## config.mk

```make
export PLATFORM = sky130hd
export DESIGN_NAME = path_arbiter
export DESIGN_NICKNAME = d
export VERILOG_FILES = /design/src/rtl/path_pkg.sv /design/src/rtl/path_rr_pick.sv /design/src/rtl/path_arbiter.sv
export SDC_FILE = /design/constraint.sdc
export NUM_CORES = 1
export LEC_CHECK = 0
export BUFFER_PORTS_ARGS = -buffer_cell sky130_fd_sc_hd__buf_4
export CAP_MARGIN = 10
export CORE_MARGIN = 3
export CORE_UTILIZATION = 47
export DETAILED_ROUTE_END_ITERATION = 10
export PLACE_DENSITY = 0.82
export SLEW_MARGIN = 20
export SYNTH_ARGS = -nofsm -noshare
export SYNTH_HDL_FRONTEND = slang
export SYNTH_HIERARCHICAL = 1
export SYNTH_SLANG_ARGS = --single-unit
export TNS_END_PERCENT = 20
```

## constraint.sdc

```tcl
create_clock -name clk -period 3.3 [get_ports clk]
set_input_delay 0.33 -clock clk [delete_from_list [all_inputs] [get_ports clk]]
set_output_delay 0.33 -clock clk [all_outputs]
set_load 0.02 [all_outputs]
```

## src/rtl/path_pkg.sv

```systemverilog
// rtl/path_pkg.sv - shared constants, arbiter state type and clog2 helper for the path arbiter
package path_pkg;

    localparam int PATH_N         = 4;
    localparam int PATH_DWIDTH    = 8;
    localparam int PATH_MAX_BURST = 10;

    typedef enum logic {
        IDLE = 1'b0,
        BUSY = 1'b1
    } arb_state_e;

    function automatic int clog2(input int value);
        int r;
        r = 0;
        while ((1 << r) < value) begin
            r = r + 1;
        end
        return r;
    endfunction

endpackage

```

## src/rtl/path_rr_pick.sv

```systemverilog
// rtl/path_rr_pick.sv - combinational cyclic first-requester search starting at ptr
module path_rr_pick
    import path_pkg::*;
#(
    parameter  int N    = PATH_N,
    localparam int IDXW = (clog2(N) < 1) ? 1 : clog2(N)
) (
    input  logic [N-1:0]    req,
    input  logic [IDXW-1:0] ptr,
    output logic            found,
    output logic [IDXW-1:0] idx
);

    // Walk offsets 0..N-1 from ptr; the smallest offset with a request wins.
    always_comb begin
        int j;
        logic [IDXW-1:0] jj;
        found = 1'b0;
        idx   = '0;
        j     = 0;
        jj    = '0;
        for (int i = 0; i < N; i++) begin
            j = int'(ptr) + i;
            if (j >= N) begin
                j = j - N;
            end
            jj = IDXW'(j);
            if (!found && req[jj]) begin
                found = 1'b1;
                idx   = jj;
            end
        end
    end

endmodule

```

## src/rtl/path_arbiter.sv

```systemverilog
// rtl/path_arbiter.sv - round-robin burst-limited arbiter and output mux for N path requesters
module path_arbiter
    import path_pkg::*;
#(
    parameter  int N         = PATH_N,
    parameter  int DWIDTH    = PATH_DWIDTH,
    parameter  int MAX_BURST = PATH_MAX_BURST,
    localparam int IDXW      = (clog2(N) < 1) ? 1 : clog2(N)
) (
    input  logic                  clk,
    input  logic                  rst_n,
    input  logic [N-1:0]          req_i,
    input  logic [N-1:0]          valid_i,
    input  logic [N*DWIDTH-1:0]   data_i,
    output logic [N-1:0]          gnt_o,
    output logic [DWIDTH-1:0]     data_o,
    output logic                  valid_o,
    output logic [IDXW-1:0]       owner_o,
    output logic                  busy_o,
    output logic                  err_o
);

    localparam int CW = clog2(MAX_BURST + 1);
    localparam logic [CW-1:0] CNT_MAX = CW'(MAX_BURST);

    arb_state_e        state_q, state_d;
    logic [N-1:0]      gnt_d;
    logic [IDXW-1:0]   owner_q, owner_d;
    logic [IDXW-1:0]   ptr_q, ptr_d;
    logic [CW-1:0]     cnt_q, cnt_d;
    logic [IDXW-1:0]   sel_q;
    logic              sel_v_q;

    logic [IDXW-1:0]   owner_inc;
    logic              hold;
    logic              rel;
    logic [IDXW-1:0]   pick_ptr;
    logic              pick_found;
    logic [IDXW-1:0]   pick_idx;

    logic [DWIDTH-1:0] data_arr [N];
    logic [N-1:0]      sel_mask;
    logic              take;
    logic              stray;

    assign owner_inc = (owner_q == IDXW'(N - 1)) ? '0 : owner_q + IDXW'(1);
    assign hold      = req_i[owner_q] && (cnt_q < CNT_MAX);
    assign rel       = (state_q == BUSY) && !hold;
    // On release the search starts just past the old owner so it is considered last.
    assign pick_ptr  = rel ? owner_inc : ptr_q;

    path_rr_pick #(.N(N)) u_pick (
        .req   (req_i),
        .ptr   (pick_ptr),
        .found (pick_found),
        .idx   (pick_idx)
    );

    // Arbitration state, grant, owner, burst counter and rotation pointer.
    always_ff @(posedge clk or negedge rst_n) begin
        if (!rst_n) begin
            state_q <= IDLE;
            gnt_o   <= '0;
            owner_q <= '0;
            ptr_q   <= '0;
            cnt_q   <= '0;
        end else begin
            state_q <= state_d;
            gnt_o   <= gnt_d;
            owner_q <= owner_d;
            ptr_q   <= ptr_d;
            cnt_q   <= cnt_d;
        end
    end

    // Next grant: grab a winner from idle, extend the burst, or hand over without a gap.
    always_comb begin
        state_d = state_q;
        gnt_d   = gnt_o;
        owner_d = owner_q;
        cnt_d   = cnt_q;
        ptr_d   = ptr_q;
        case (state_q)
            IDLE: begin
                if (pick_found) begin
                    state_d = BUSY;
                    gnt_d   = N'(1) << pick_idx;
                    owner_d = pick_idx;
                    cnt_d   = CW'(1);
                end
            end
            BUSY: begin
                if (!rel) begin
                    cnt_d = cnt_q + CW'(1);
                end else begin
                    ptr_d = owner_inc;
                    if (pick_found) begin
                        gnt_d   = N'(1) << pick_idx;
                        owner_d = pick_idx;
                        cnt_d   = CW'(1);
                    end else begin
                        state_d = IDLE;
                        gnt_d   = '0;
                        owner_d = '0;
                        cnt_d   = '0;
                    end
                end
            end
            default: begin
                state_d = IDLE;
                gnt_d   = '0;
                owner_d = '0;
                cnt_d   = '0;
            end
        endcase
    end

    for (genvar k = 0; k < N; k++) begin : g_slice
        assign data_arr[k] = data_i[k*DWIDTH +: DWIDTH];
    end

    // A path answers one cycle after seeing its grant, so the mux select lags the grant by one.
    assign sel_mask = sel_v_q ? (N'(1) << sel_q) : '0;
    assign take     = sel_v_q & valid_i[sel_q];
    assign stray    = |(valid_i & ~sel_mask);

    // Output mux register plus sticky flag for valid from a path that does not own the port.
    always_ff @(posedge clk or negedge rst_n) begin
        if (!rst_n) begin
            sel_q   <= '0;
            sel_v_q <= 1'b0;
            valid_o <= 1'b0;
            data_o  <= '0;
            err_o   <= 1'b0;
        end else begin
            sel_q   <= owner_q;
            sel_v_q <= |gnt_o;
            valid_o <= take;
            if (take) begin
                data_o <= data_arr[sel_q];
            end
            if (stray) begin
                err_o <= 1'b1;
            end
        end
    end

    assign owner_o = owner_q;
    assign busy_o  = |gnt_o;

endmodule

```

# ---- Yosys cells after proc, flatten, opt, wreduce, memory -nomap -nowiden
# Index checks and enable logic that the tools add are counted.
dict set report totals {
  register_bits 26
  input_bits 42
  out_inout_bits 17
}
dict set report op_classes {
  n_addsub 9
  n_lt_le_gt_ge 12
  eq_ne 3
  shifts 2
  muxes 45
  bitwise_logic 5
  reduce_logical 12
}
# cell n
set op_table {}
lappend op_table {{$mux 2} 13}
lappend op_table {{$mux 4} 6}
lappend op_table {{$lt 2x3->1 const B} 6}
lappend op_table {{$bmux 8 s2} 1}
lappend op_table {{$mux 8} 2}
lappend op_table {{$pmux 4 s2} 2}
lappend op_table {{$mux 1} 13}
lappend op_table {{$bmux 1 s2} 6}
lappend op_table {{$ge 3x3->1 const B} 4}
lappend op_table {{$reduce_or 4->1} 2}
lappend op_table {{$shl 1x2->4 const A} 2}
lappend op_table {{$sub 2x1->2 const B} 4}
lappend op_table {{$add 2x2->3 const B} 2}
lappend op_table {{$logic_and 1x1->1} 5}
lappend op_table {{$add 4x1->4 const B} 1}
lappend op_table {{$and 4x4->4} 1}
lappend op_table {{$logic_not 1->1} 4}
lappend op_table {{$lt 4x4->1 const B} 1}
lappend op_table {{$not 4->4} 1}
lappend op_table {{$pmux 2 s2} 1}
lappend op_table {{$add 2x1->3 const B} 1}
lappend op_table {{$ge 2x3->1 const B} 1}
lappend op_table {{$not 2->3} 1}
lappend op_table {{$add 2x1->2 const B} 1}
lappend op_table {{7 further kinds} 7}

# ---- Longest topological paths before layout
dict set report depth {
  word_depth 24
  depth_mapped 8
  mapped_depth_nobuf 8
}

# ---- Cells and area by module
# The synthesis kept the hierarchy.
# module instances cells_per_inst area_each_um2 seq_area_each_um2
set by_module_without_submodules {}
lappend by_module_without_submodules {path_arbiter 1 97 1350.0 650.6}
lappend by_module_without_submodules {path_rr_pick 1 15 77.6 0.0}

# ---- Least setup slack after synthesis
# OpenSTA, ideal clock, no wires.
dict set report synth_timing {
  path_type {register to register}
  from {reg owner_q[0], in the netlist owner_o[0]}
  to {reg gnt_o[0]}
  t_arrival_ns 2.499
  required_time_ns 3.178
  path_slack_ns 0.680
  stages_incl_launch_ff 8
  path_cell_list {dfrtp_1 -> mux4_2 -> a21oi_4 -> mux2_1 -> a221o_1 -> a21oi_1 -> nor2_1 -> a32o_1}
}
dict set report synth_via {
  elab_chain_cells 24
  word_cells_on_any_way 54
  cone_classes {8 x add/sub; 4 x order compare; 3 x eq/ne; 1 x shift; 28 x mux; 10 x reduce/logical}
}
# element line_no
set synth_rtl {}
lappend synth_rtl {{start: declaration} path_arbiter.sv:28} ;# logic [IDXW-1:0] owner_q, owner_d;
lappend synth_rtl {{start signal: assignment} path_arbiter.sv:70} ;# owner_q <= owner_d;
lappend synth_rtl {{$bmux 1 s2} path_arbiter.sv:47} ;# assign hold = req_i[owner_q] && (cnt_q < CNT_MAX);
lappend synth_rtl {{$mux 1 (not written as such)} path_arbiter.sv:47}
lappend synth_rtl {{$logic_and 1x1->1} path_arbiter.sv:47}
lappend synth_rtl {{$logic_not 1->1} path_arbiter.sv:48} ;# assign rel = (state_q == BUSY) && !hold;
lappend synth_rtl {{$logic_and 1x1->1} path_arbiter.sv:48}
lappend synth_rtl {{$mux 2 (*)} --}
lappend synth_rtl {{net pick_ptr[1]} path_arbiter.sv:37} ;# logic [IDXW-1:0] pick_ptr;
lappend synth_rtl {{parallel branches: the longest is 13 deep, another holds $add 2x1->3} --}
lappend synth_rtl {{$mux 2 (*)} path_rr_pick.sv:28} ;# if (!found && req[jj]) begin
lappend synth_rtl {{net pick_idx[0]} path_arbiter.sv:39} ;# logic [IDXW-1:0] pick_idx;
lappend synth_rtl {{$shl 1x2->4 (*)} {path_arbiter.sv:87, path_arbiter.sv:98}}
lappend synth_rtl {{$mux 4} path_arbiter.sv:97} ;# if (pick_found) begin
lappend synth_rtl {{$mux 4} path_arbiter.sv:93} ;# if (!rel) begin
lappend synth_rtl {{$pmux 4 s2 (*)} path_arbiter.sv:83} ;# case (state_q)
lappend synth_rtl {{end signal: assignment} path_arbiter.sv:69} ;# gnt_o <= gnt_d;
lappend synth_rtl {{end: declaration} path_arbiter.sv:15} ;# output logic [N-1:0] gnt_o,
# Mark *: on every way through the listed nets, which the timed path passes. The select of a mux whose other input is x is not followed.
# A chain may end at the register's enable or synchronous reset.

# ---- Worst setup path after layout
# Ends and elaborated chain as after synthesis.

==> impl_metrics.csv <==
group,metric,value,unit
status,status,"finished, final reports clean",
pwr,clockPowerShare,0.132,
worst_setup_path,crit_arrival,3040,ps
sta,clock.fmax,0.357,GHz
global_route,grt-ovfl-total,0,
synth,synth.cell_area,0.00143,mm2
cells_and_area,multi_input_area,728,um2
pwr,peakVddDrop,0.000455,V
worst_setup_path,worst-path-buf-inv,0,
die,initial_core_util,0.505,
drt,ant_nets,0,
die,rows,19,
drt,firstDrtPassIters,4,
sta,drv_slew,0,
cells_and_area,final_area,0.00195,mm2
sta,period_minus_slack,2800,ps
die,die_w,61.1,um
drt,wl_per_cell,17.3,um
worst_setup_path,crit_type,"reg2reg",
synth,synth_edf_count,0,
synth,synthCells,112,
sta,worst_pin_slew,617,ps
die,die_area,0.00374,mm2
synth,synth.top_cell.area_share,0.456,
pwr,p_leak,0.912,nW
cells_and_area,instances_no_fill,203,
die,die_h,61.1,um
worst_setup_path,path_cells,"mux4_2 > a21oi_4 > mux2_1 > a221o_1 > a21oi_1 > nor2_1 > a32o_1",
worst_setup_path,cp_slowest_cell,"mux4_2",
sta,max_slew_margin,0.589,
clock_tree,clock-sinks,26,
drt,vias,1200,
synth,yosysSeqAreaShare,0.456,
cells_and_area,fin_nets,217,
worst_setup_path,worstPathRequired,3540,ps
synth,ys_ff_latch,26,
global_route,grt_max_degree,27,
sta,fin_skew,3.18,ps
cells_and_area,area_growth,36.5,%
cells_and_area,final_layout_size_suffix_gt1_frac,0.494,
pwr,p_sw,0.670,mW
synth,syn-num-nets,156,
hold_path,hp-start,"valid_i[3]",
synth,synth_cell_types,38,
clock_tree,cts_made_buffers,3,
drt,drc_errors,0,
pwr,power,1.71,mW
clock_tree,cts_root_buf,"clkbuf_4",
cells_and_area,fillCellCount,209,
pwr,switching_share,0.391,
pwr,p_int,1.04,mW
global_route,grt_use_total,0.182,
worst_setup_path,start_kind,"flip-flop",
worst_setup_path,cp-end-kind,"flip-flop",
worst_setup_path,timing.rr.start,"owner_o[0]$_DFFE_PN0P_",
worst_setup_path,critPathMaxFanout,6,
sta,setup_viol,0,
worst_setup_path,critPathMaxStageDelay,630,ps
sta,fin_crit_sh,0.848,
pwr,comb_power_share,0.517,
sta,rsz0062_at_grt,"false",
global_route,grt_pass1_vias,1179,
clock_tree,clockBufferDepth,2,
worst_setup_path,startpoint,"owner_o[0]$_DFFE_PN0P_",
drt,wl,3520,um
sta,finalSetupTns,0,ps
clock_tree,post_cts_buffers,0,
synth,synthTopCellsByCount,"dfrtp_1, mux4_2, inv_1, mux2_2, nand3_1",
synth,ys_async_sr_fraction,1.00,
placement,dpl.cell_count,198,
placement,portBuffers,58,
global_route,antenna_found_initial,0,
synth,yosysMostFrequentCell,"dfrtp_1",
synth,ys_top_cells_by_area,"dfrtp_1, mux4_2, mux2_2",
die,pin_count,59,
die,core_area,0.00283,mm2
synth,yosysTopAreaCell,"dfrtp_1",
placement,dp_hpwl,2750,um
synth,avgSynthCellArea,12.7,um2
drt,initialDrtViolationCount,47,
clock_tree,tritoncts,"yes",
drt,vias_per_cell,5.91,
synth,yosys_most_used_dff,"dfrtp_1",
synth,ys_warn_count,6,
pwr,p_seq_frac,0.351,
clock_tree,clk_latency,340,ps
pwr,power_density,878,mW/mm2
worst_setup_path,critPathTopFamily,"compound AO/OA/AOI/OAI gates",
placement,dpl_cell_area,0.00189,mm2
hold_path,worstHoldPathType,"in2reg",
run,maxCapViolCount,0,
placement,gp_congestion,0.835,
cells_and_area,antennaDiodeCount,0,
cells_and_area,seqCellArea,651,um2
global_route,grt_pass1_wl,4970,um
sta,hold_slack,231,ps
clock_tree,path_clk_slew,150,ps
clock_tree,htreeDepth,1,
sta,finalHoldViolations,0,
## path summary, 6_finish.rpt
path                            slack [ps]  cells past startpoint                    end
worst min-delay path                   230                      2      err_o$_DFFE_PN0P_
min in group asynchronous              420                      2  data_o[2]$_DFFE_PN0P_
max in group asynchronous             2640                      2   gnt_o[1]$_DFFE_PN0P_
worst max-delay path                   500                      7   gnt_o[0]$_DFFE_PN0P_
worst min register to register         500                      1   ptr_q[1]$_DFFE_PN0P_
worst max register to register         500                      7   gnt_o[0]$_DFFE_PN0P_
## layer usage
metal / wire length, um / GRT usage / vias up
li1: - / - / 556
met1: 1240 / 0.180 / 590
met2: 1900 / 0.358 / 51
met3: 348 / 0.0398 / 3
met4: 33 / 0.0774 / 0
met5: 0 / 0 / -
## registers in the layout (all words and copies together) (netlist names)
| name | flops |
|---|---|
| cnt_q | 4 |
| data_o | 8 |
| err_o | 1 |
| gnt_o | 4 |
| owner_o | 2 |
| ptr_q | 2 |
| sel_q | 2 |
| sel_v_q | 1 |
| state_q | 1 |
| valid_o | 1 |
## cells in the final DEF, fill, tap and decap left out, types with 2 or more instances in the layout
cell type  netlist  final
nand2b_1         2      2
dfrtp_1         26     26
ha_1             2      2
mux2_2           8      8
mux2_1           5      5
clkbuf_4         0      3
a21oi_1          5      5
nor2_1           5      5
o2bb2ai_1        3      3
a221o_1          2      2
inv_1            8      8
mux4_2          10     10
o21ai_0          4      4
nand3_1          6      6
buf_4            1     58
nand2_1          2      2
## what timing repair did
| item | CTS | global route |
|---|---|---|
| gates resized for setup | 0 | 0 |
| hold buffers | 1 | 0 |
| endpoints found under the hold margin | 26 | 0 |
## power by group through the flow
stage / Sequential [mW] / Combinational (mW) / Clock, mW
2_1_floorplan: 0.649 / 0.535 / 0
3_3_place_gp: 0.597 / 0.848 / 0
3_5_place_dp: 0.610 / 0.889 / 0
4_1_cts: 0.602 / 0.891 / 0.226
5_1_grt: 0.622 / 0.946 / 0.237
6_report: 0.601 / 0.885 / 0.225
## area by class of cell
cell class,count,share of cell area
Multi-Input combinational cell,74,0.374
Timing Repair Buffer,59,0.228
Tap cell,31,0.0199
Clock inverter,1,0.0154
Clock buffer,3,0.0116
Inverter,9,0.0173
Sequential cell,26,0.334
## cells by family after synthesis
family / after synthesis / synth area share
AOI/OAI and AO/OA: 25 / 0.131
adders and majority gates: 2 / 0.0175
buffers and inverters: 12 / 0.0342
DFF: 26 / 0.456
muxes: 24 / 0.267
and+or+nand+nor: 23 / 0.0947
## stage by stage
| step | setup slack [ps] | util |
|---|---|---|
| floorplan | 680 | - |
| global placement | 696 | 0.667 |
| detailed placement | 551 | 0.667 |
| CTS | 540 | 0.689 |
| global route | 362 | 0.689 |
| finish | 502 | 0.689 |
Note: power is estimated with default switching activity, not from simulation.
